## src/rtl/connect4_pkg.sv

```systemverilog
// Shared Connect-4 definitions: board geometry, keypad codes, keypad FSM states, command type.
package connect4_pkg;

    localparam int unsigned NUM_COLS = 7;
    localparam int unsigned COL_W    = $clog2(NUM_COLS);

    localparam logic [3:0] KEY_COL_FIRST = 4'h1;
    localparam logic [3:0] KEY_COL_LAST  = 4'h7;
    localparam logic [3:0] KEY_MODE      = 4'hF;

    typedef enum logic [1:0] {
        StIdle,
        StPressDb,
        StHeld,
        StReleaseDb
    } kp_state_e;

    typedef struct packed {
        logic [COL_W-1:0] col;
        logic             pop;
    } cmd_t;

    // True for keys that select a column.
    function automatic logic is_col_key(input logic [3:0] code);
        return (code >= KEY_COL_FIRST) && (code <= KEY_COL_LAST);
    endfunction

    // Column index for a column key (key 1 is column 0).
    function automatic logic [COL_W-1:0] key_to_col(input logic [3:0] code);
        logic [3:0] w_diff;
        w_diff = code - KEY_COL_FIRST;
        return w_diff[COL_W-1:0];
    endfunction

endpackage

```

## src/rtl/key_debounce.sv

```systemverilog
// Saturating debounce counter: cleared on request, counts while enabled, flags the last count.
// Shared by the keypad path and the board buttons.
module key_debounce
    import connect4_pkg::*;
#(
    parameter int unsigned CYCLES = 1000000
) (
    input  logic clk,
    input  logic clr_n,
    input  logic i_clear,
    input  logic i_enable,
    output logic o_done
);

    localparam int unsigned     CNT_W    = (CYCLES > 1) ? $clog2(CYCLES) : 1;
    localparam logic [CNT_W-1:0] CNT_LAST = CNT_W'(CYCLES - 1);

    logic [CNT_W-1:0] r_count;

    assign o_done = (r_count == CNT_LAST);

    // Count up while enabled; holds at CNT_LAST so it never wraps.
    always_ff @(posedge clk or negedge clr_n) begin
        if (!clr_n) begin
            r_count <= '0;
        end else if (i_clear) begin
            r_count <= '0;
        end else if (i_enable && !o_done) begin
            r_count <= r_count + CNT_W'(1);
        end
    end

endmodule

```

## src/rtl/keypad_cmd.sv

```systemverilog
// Keypad to game-command front end: synchronizes and debounces the "key held" level, decodes one
// key per physical press into a column command held in a one-entry valid/ready register.
// Optional feature macro: KEYPAD_CMD_POP_EN (pop mode toggled by key 0xF).
module keypad_cmd
    import connect4_pkg::*;
#(
    parameter int unsigned DEBOUNCE_CYCLES = 1000000
) (
    input  logic       clk,
    input  logic       clr_n,
    input  logic       key_press,
    input  logic [3:0] key_code,
    output logic       cmd_valid,
    input  logic       cmd_ready,
    output logic [2:0] cmd_col,
    output logic       cmd_pop,
    output logic       pop_mode,
    output logic       cmd_drop_err
);

    logic      r_sync1;
    logic      r_sync2;
    logic      w_press;
    kp_state_e r_state;
    kp_state_e w_state_next;
    logic      w_cnt_clear;
    logic      w_cnt_en;
    logic      w_cnt_done;
    logic      w_decode;
    logic      w_cmd_new;
    logic      w_pop_mode;
    cmd_t      r_cmd;
    logic      r_valid;
    logic      r_drop_err;

    // Two-flop synchronizer for the asynchronous key level.
    always_ff @(posedge clk or negedge clr_n) begin
        if (!clr_n) begin
            r_sync1 <= 1'b0;
            r_sync2 <= 1'b0;
        end else begin
            r_sync1 <= key_press;
            r_sync2 <= r_sync1;
        end
    end

    assign w_press = r_sync2;

    key_debounce #(
        .CYCLES (DEBOUNCE_CYCLES)
    ) u_debounce (
        .clk      (clk),
        .clr_n    (clr_n),
        .i_clear  (w_cnt_clear),
        .i_enable (w_cnt_en),
        .o_done   (w_cnt_done)
    );

    // FSM state register.
    always_ff @(posedge clk or negedge clr_n) begin
        if (!clr_n) begin
            r_state <= StIdle;
        end else begin
            r_state <= w_state_next;
        end
    end

    // FSM next state; w_decode fires once per accepted press.
    always_comb begin
        w_state_next = r_state;
        w_cnt_clear  = 1'b0;
        w_cnt_en     = 1'b0;
        w_decode     = 1'b0;
        unique case (r_state)
            StIdle: begin
                w_cnt_clear = 1'b1;
                if (w_press) begin
                    w_state_next = StPressDb;
                end
            end
            StPressDb: begin
                if (!w_press) begin
                    w_state_next = StIdle;
                end else if (w_cnt_done) begin
                    w_state_next = StHeld;
                    w_decode     = 1'b1;
                end else begin
                    w_cnt_en = 1'b1;
                end
            end
            StHeld: begin
                w_cnt_clear = 1'b1;
                if (!w_press) begin
                    w_state_next = StReleaseDb;
                end
            end
            StReleaseDb: begin
                if (w_press) begin
                    w_state_next = StHeld;
                end else if (w_cnt_done) begin
                    w_state_next = StIdle;
                end else begin
                    w_cnt_en = 1'b1;
                end
            end
            default: begin
                w_state_next = StIdle;
            end
        endcase
    end

    assign w_cmd_new = w_decode && is_col_key(key_code);

`ifdef KEYPAD_CMD_POP_EN
    logic r_pop_mode;

    // Mode key flips pop/drop mode; a pending command keeps the mode it was captured with.
    always_ff @(posedge clk or negedge clr_n) begin
        if (!clr_n) begin
            r_pop_mode <= 1'b0;
        end else if (w_decode && (key_code == KEY_MODE)) begin
            r_pop_mode <= ~r_pop_mode;
        end
    end

    assign w_pop_mode = r_pop_mode;
`else
    assign w_pop_mode = 1'b0;
`endif

    // One-entry command register: load when empty or draining this cycle, otherwise drop and flag.
    always_ff @(posedge clk or negedge clr_n) begin
        if (!clr_n) begin
            r_valid    <= 1'b0;
            r_cmd      <= '0;
            r_drop_err <= 1'b0;
        end else begin
            r_drop_err <= 1'b0;
            if (w_cmd_new) begin
                if (!r_valid || cmd_ready) begin
                    r_valid   <= 1'b1;
                    r_cmd.col <= key_to_col(key_code);
                    r_cmd.pop <= w_pop_mode;
                end else begin
                    r_drop_err <= 1'b1;
                end
            end else if (r_valid && cmd_ready) begin
                r_valid <= 1'b0;
            end
        end
    end

    assign cmd_valid    = r_valid;
    assign cmd_col      = r_cmd.col;
    assign cmd_pop      = r_cmd.pop;
    assign pop_mode     = w_pop_mode;
    assign cmd_drop_err = r_drop_err;

endmodule
```

## config.mk

```make
export PLATFORM = sky130hd
export DESIGN_NAME = keypad_cmd
export DESIGN_NICKNAME = d
export VERILOG_FILES = /design/src/rtl/connect4_pkg.sv /design/src/rtl/key_debounce.sv /design/src/rtl/keypad_cmd.sv
export SDC_FILE = /design/constraint.sdc
export NUM_CORES = 1
export LEC_CHECK = 0
export BUFFER_PORTS_ARGS = -buffer_cell sky130_fd_sc_hd__buf_2
export CORE_ASPECT_RATIO = 0.75
export CORE_MARGIN = 2
export CORE_UTILIZATION = 49
export CTS_CLUSTER_DIAMETER = 50
export CTS_CLUSTER_SIZE = 10
export DETAILED_ROUTE_END_ITERATION = 6
export PLACE_DENSITY = 0.71
export REMOVE_ABC_BUFFERS = 1
export SLEW_MARGIN = 20
export SYNTH_ARGS = -nofsm -noshare
export SYNTH_HDL_FRONTEND = slang
export SYNTH_SLANG_ARGS = --single-unit
export TNS_END_PERCENT = 1
```

## constraint.sdc

```tcl
create_clock -name clk -period 2.8 [get_ports clk]
set_clock_uncertainty 0.05 [all_clocks]
set_input_delay 0.28 -clock clk [delete_from_list [all_inputs] [get_ports clk]]
set_output_delay 0.28 -clock clk [all_outputs]
set_load 0.005 [all_outputs]
```

==> results of run 1 <==
state kept, by name (all words and copies together), names as in the netlist, named ones only:
register and flops:
cmd_drop_err 1, cmd_valid 1, cmd_col 3, u_debounce.r_count 20, r_state 1, r_sync1 1, r_sync2 1
area by class of cell:
type	count	area (µm²)
fill	274	1250
multi-input combinational	116	769
sequential	29	726
timing repair buffer	14	77.6
clock buffer	6	72.6
tap	38	47.5
inverter	6	22.5
clock inverter	2	10.0
worst max-delay path by stage:
stage               slack [ps]  cells after the start                          startpoint        to
floorplan                  810                      5  u_debounce.r_count[12]$_DFFE_PN0P_  register
global placement           690                      6   u_debounce.r_count[0]$_DFFE_PN0P_  register
detailed placement         570                      6   u_debounce.r_count[0]$_DFFE_PN0P_  register
CTS                        560                      6   u_debounce.r_count[0]$_DFFE_PN0P_  register
global route               380                      6   u_debounce.r_count[0]$_DFFE_PN0P_  register
finish                     500                      6   u_debounce.r_count[0]$_DFFE_PN0P_  register
worst register-to-register path, cell delays in order (launching register included):
cell	delay, ps
dfrtp_1	400
ha_1	230
nand2_1	120
nor4_2	650
and2_1	350
nand2_2	90
mux2_4	300
metrics by stage:
stage | setup WS [ps] | cells | utilization | hold slack [ps] | cell area, µm²
finish | 499 | 211 | 0.579 | 62.3 | 1730
global route | 385 | 211 | 0.579 | 61.4 | 1730
detailed placement | 565 | 202 | 0.548 | 289 | 1630
global placement | 692 | 202 | 0.548 | 279 | 1630
CTS | 555 | 211 | 0.579 | 59.0 | 1730
floorplan | 808 | 151 | - | -65.6 | 1520
synthesized netlist by cell type (all sizes together):
| cell type | n | share of area |
|---|---|---|
| or4 | 2 | 0.012 |
| inv | 6 | 0.015 |
| or3 | 2 | 0.0081 |
| nand3 | 6 | 0.019 |
| nand2b | 2 | 0.0081 |
| a21oi | 6 | 0.019 |
| xor2 | 11 | 0.062 |
| nor2 | 5 | 0.012 |
| and2 | 14 | 0.057 |
| clkbuf | 2 | 0.0049 |
| a21boi | 4 | 0.019 |
| mux2 | 1 | 0.0097 |
| o21ai | 6 | 0.019 |
| nand4 | 7 | 0.028 |
| and4 | 2 | 0.011 |
| nand3b | 1 | 0.0049 |
| buf | 3 | 0.015 |
| mux2i | 2 | 0.013 |
| nand2 | 16 | 0.041 |
| or4b | 1 | 0.0065 |
| dfrtp | 29 | 0.47 |
| nor4 | 6 | 0.038 |
| nor3 | 5 | 0.016 |
| and3 | 2 | 0.0081 |
| conb | 1 | 0.0024 |
| o21a | 1 | 0.0049 |
| ha | 3 | 0.024 |
| o31ai | 1 | 0.0049 |
| a211oi | 2 | 0.0097 |
| o41ai | 1 | 0.0057 |
| xnor2 | 4 | 0.023 |
| or4bb | 1 | 0.0073 |
logic make-up after synthesis:
kind of cell / after synthesis / share of synthesized area
and+or+nand+nor: 72 / 0.278
other: 1 / 0.00243
adders and majority gates: 3 / 0.0243
muxes: 3 / 0.0227
buffers and inverters: 11 / 0.0340
xor gates and xnor gates: 15 / 0.0851
DFF: 29 / 0.470
AOI/OAI and AO/OA: 21 / 0.0835
power by group:
part | internal [mW] | switching [mW] | total (mW)
Clock | 0.172 | 0.154 | 0.325
Combinational | 0.0144 | 0.0224 | 0.0368
Sequential | 0.424 | 0.00620 | 0.430
Total | 0.610 | 0.182 | 0.793
per-layer routing:
layer | track usage | up-vias | wire length [µm]
li1 | - | 575 | -
met1 | 0.280 | 574 | 1500
met2 | 0.309 | 27 | 1460
met3 | 0.0581 | 4 | 129
met4 | 0.0882 | 0 | 37
met5 | 0 | - | 0
what timing repair did:
item / CTS / global route
endpoints found under the hold margin: 29 / 0
setup buffers: 0 / 0
gates resized for setup: 0 / 0
hold buffers: 1 / 0
==> run_results.csv, run 1 <==
group,metric,value,unit
floorplanning,die_w,68.8,µm
layout,drive_above_1_share,0.145,
sta,setup_viol,0,
sta,setup_tns,0,ps
worst_setup_path,cp_num_buf_inv,0,
detailed_routing,post_drt_wl_per_cell,14.8,µm
worst_setup_path,cp_max_fo,8,
floorplanning,io-pin-count,15,
cts,htreeDepth,2,
run,maxCapViolCount,0,
detailed_routing,drt_iter0_drc,68,
layout,layout_commonest_cell,"dfrtp_1",
worst_setup_path,crit_type,"reg -> reg",
cts,path_clk_slew,70,ps
detailed_routing,vias,1180,
placed_design,dp_hpwl,2250,µm
floorplanning,placementRows,17,
sta,hold_viol_final,0,
global_route,overflow,0,
floorplanning,die-area,3620,µm²
floorplanning,initial_utilization,0.518,
worst_setup_path,rr_worst_depth,6,
logic_synthesis,syn_inst,155,
layout,area_growth,11.8,%
pwr,vdd_drop_max,337,µV
worst_setup_path,required,2920,ps
worst_setup_path,reg2reg_setup_slack,500,ps
placed_design,gp_congestion,0.846,
global_route,grt_pass1_vias,1089,
cts,clock_sinks,29,
placed_design,io_buffers,12,
worst_setup_path,rr_startpoint,"u_debounce.r_count[0]$_DFFE_PN0P_",
cts,cts_buffer_depth,2,
cts,cts_tree,"built",
worst_setup_path,cp_top_family,"simple AND/OR/NAND/NOR gates",
hold_path,hold_path_end,"r_sync1$_DFF_PN0_",
cts,cts_buffers,5,
hold_path,hold_path_class,"in -> reg",
global_route,grt_pass1_wl,5290,µm
worst_setup_path,end_kind,"register",
detailed_routing,firstDrtPassIters,5,
worst_setup_path,slowest_delay,650,ps
layout,diodes,0,
sta,drv_slew,0,
layout,mostFrequentLayoutCells,"29 x dfrtp_1, 15 x nand2_1, 14 x and2_1",
sta,max_freq,435,MHz
sta,fin_crit_sh,0.822,
logic_synthesis,synth-seq-cells,29,
hold_path,hold_depth,1,
floorplanning,die_h,52.6,µm
run_status,status,"completed",
pwr,leakagePower,0.808,nW
logic_synthesis,synth_area,1540,µm²
sta,worst_pin_slew,702,ps
logic_synthesis,ys_types,37,
detailed_routing,viasPerCell,5.59,
hold_path,hp-start,"key_press",
worst_setup_path,path_cells,"ha_1 > nand2_1 > nor4_2 > and2_1 > nand2_2 > mux2_4",
detailed_routing,wl,3130,µm
pwr,fin_total_pwr,793,µW
worst_setup_path,cp-start-kind,"register",
global_route,grtUsageTotal,0.207,
global_route,grt_antenna_before_repair,0,
detailed_routing,drc_errors,0,
detailed_routing,postRouteAntennaNets,0,
layout,fin_nets,183,
floorplanning,core,2980,µm²
sta,rsz0062_at_grt,"false",
sta,fin_crit,2300,ps
logic_synthesis,yosys_warnings,0,
pwr,powerDensity,459,nW/µm²
global_route,grt_max_degree,30,
logic_synthesis,avgSynthCellArea,9.96,µm²
cts,clk_latency,280,ps
cts,cts_root_buf,"clkbuf_8",
logic_synthesis,ys_seq_area_frac,0.470,
worst_setup_path,slowest_stage,"nor4_2",
sta,slew_headroom,0.528,
worst_setup_path,cp_data_arrival_time,2420,ps
Note: power is estimated with default switching activity, not from simulation.
==> inputs of run 2 (changes only) <==
--- a/config.mk
+++ b/config.mk
@@ -12,7 +12,7 @@
 export CTS_CLUSTER_DIAMETER = 50
 export CTS_CLUSTER_SIZE = 10
 export DETAILED_ROUTE_END_ITERATION = 6
-export PLACE_DENSITY = 0.71
+export PLACE_DENSITY = 0.74
 export REMOVE_ABC_BUFFERS = 1
 export SLEW_MARGIN = 20
 export SYNTH_ARGS = -nofsm -noshare
==> constraint.sdc (replaced) <==
create_clock -name clk -period 2 [get_ports clk]
set_clock_uncertainty 0.05 [all_clocks]
set_input_delay 0.2 -clock clk [delete_from_list [all_inputs] [get_ports clk]]
set_output_delay 0.2 -clock clk [all_outputs]
set_load 0.005 [all_outputs]
==> run_results.csv, run 2 (synthesis results as in run 1) <==
group,metric,value,unit
floorplanning,die-area,3620,µm²
cts,cts_root_buf,"clkbuf_8",
run_status,status,"completed",
floorplanning,die_h,52.6,µm
floorplanning,core,2980,µm²
global_route,grt_max_degree,30,
layout,mostFrequentLayoutCells,"29 x dfrtp_1, 14 x nand2_1, 13 x and2_1",
cts,path_clk_slew,60,ps
cts,cts_buffers,5,
cts,htreeDepth,2,
global_route,grt_pass1_wl,5350,µm
sta,slew_headroom,0.567,
floorplanning,io-pin-count,15,
cts,clock_sinks,29,
worst_setup_path,cp-start-kind,"register",
cts,cts_tree,"built",
run,maxCapViolCount,0,
layout,area_growth,19.2,%
sta,worst_pin_slew,649,ps
sta,holdWs,111,ps
floorplanning,die_w,68.8,µm
worst_setup_path,slowest_stage,"or4_4",
placed_design,dpl-instance-area,1700,µm²
layout,layout_commonest_cell,"dfrtp_1",
hold_path,hold_depth,2,
hold_path,hold_path_class,"in -> reg",
pwr,powerDensity,618,nW/µm²
layout,fin_nets,195,
detailed_routing,firstDrtPassIters,4,
placed_design,dp.cells,211,
cts,clk_latency,280,ps
worst_setup_path,cp_top_family,"simple AND/OR/NAND/NOR gates",
detailed_routing,viasPerCell,5.62,
detailed_routing,postRouteAntennaNets,0,
sta,setup_tns,0,ps
layout,max_flop_register,"u_debounce.r_count",
sta,drv_slew,0,
worst_setup_path,cp_max_fo,4,
global_route,grt_antenna_before_repair,0,
detailed_routing,drt_iter0_drc,131,
cts,cts_buffer_depth,2,
pwr,fin_total_pwr,1.14,mW
floorplanning,placementRows,17,
layout,drive_above_1_share,0.207,
sta,fin_crit,1960,ps
global_route,grt_pass1_vias,1174,
worst_setup_path,cp_data_arrival_time,2080,ps
worst_setup_path,rr_worst_depth,6,
layout,num-fill-cells,258,
layout,fin_cells,222,
detailed_routing,vias,1247,
detailed_routing,wl,3440,µm
worst_setup_path,required,2120,ps
sta,hold_viol_final,0,
detailed_routing,post_drt_wl_per_cell,15.5,µm
layout,diodes,0,
worst_setup_path,cp_num_buf_inv,1,
pwr,vdd_drop_max,359,µV
global_route,overflow,0,
sta,setup_viol,0,
sta,rsz0062_at_grt,"true",
sta,fin_crit_sh,0.980,
sta,max_freq,510,MHz
layout,largest_reg_flops,20,
worst_setup_path,end_kind,"register",
placed_design,gp_congestion,0.824,
global_route,grtUsageTotal,0.212,
detailed_routing,drc_errors,0,
floorplanning,initial_utilization,0.518,
worst_setup_path,slowest_delay,560,ps
worst_setup_path,crit_type,"reg -> reg",
placed_design,dp_hpwl,2390,µm
worst_setup_path,path_cells,"or4_4 > nor4_4 > buf_4 > and2_4 > nand2_2 > mux2_4",
worst_setup_path,cp.depth,6,
placed_design,io_buffers,12,
pwr,leakagePower,0.890,nW
layout,fin_area,1840,µm²
run 2: per-stage QoR:
| stage | worst slack, ps | util |
|---|---|---|
| finish | 40.9 | 0.618 |
| global route | -4.68 | 0.618 |
| CTS | 9.31 | 0.613 |
| detailed placement | -11.0 | 0.571 |
| global placement | 87.0 | 0.571 |
| floorplan | 7.99 | - |
run 2: power by group:
group / total, mW / internal, mW / leakage (nW) / switching (mW)
sequential: 0.602 / 0.594 / 0.397 / 0.00735
clock: 0.480 / 0.272 / 0.0443 / 0.208
combinational: 0.0561 / 0.0227 / 0.449 / 0.0334
total: 1.14 / 0.889 / 0.890 / 0.249
run 2: area by class of cell:
| cell class | count | area, µm² | area share |
|---|---|---|---|
| clock buffers | 7 | 86.3 | 0.0469 |
| well taps | 38 | 47.5 | 0.0258 |
| flip-flops and latches | 29 | 726 | 0.394 |
| multi-input cells | 116 | 788 | 0.428 |
| inverters | 6 | 22.5 | 0.0122 |
| repair buffers | 26 | 170 | 0.0925 |
run 2: repair_timing:
item,4_1_cts,5_1_grt
resized for setup,1,3
hold buffers,2,0
setup buffers,2,0
gates cloned,0,0
pin swaps,1,3
setup endpoints to repair,1,13
hold endpoints to repair,30,0
run 2: path summary, 6_finish.rpt:
path | start | end | slack (ps)
min in group asynchronous | clr_n | u_debounce.r_count[1]$_DFFE_PN0P_ | 430
max in group asynchronous | clr_n | u_debounce.r_count[3]$_DFFE_PN0P_ | 1050
worst min register to register | r_sync1$_DFF_PN0_ | r_sync2$_DFF_PN0_ | 300
worst max register to register | u_debounce.r_count[8]$_DFFE_PN0P_ | register | 40
worst min-delay path | key_code[0] | cmd_col[0]$_DFFE_PN0P_ | 110
worst max-delay path | u_debounce.r_count[8]$_DFFE_PN0P_ | register | 40
run 2: worst register-to-register path: cells and delay by family (launching register included):
kind | cells | cell delay [ps]
DFF | 1 | 400
buffers and inverters | 1 | 180
muxes | 1 | 290
and+or+nand+nor | 4 | 940
run 2: metal layers:
layer	up-vias	share of wire	GRT usage
met5	-	0	0
met4	0	0.017	0.0980
met3	7	0.059	0.0581
met2	48	0.46	0.325
met1	594	0.47	0.276
li1	598	-	-
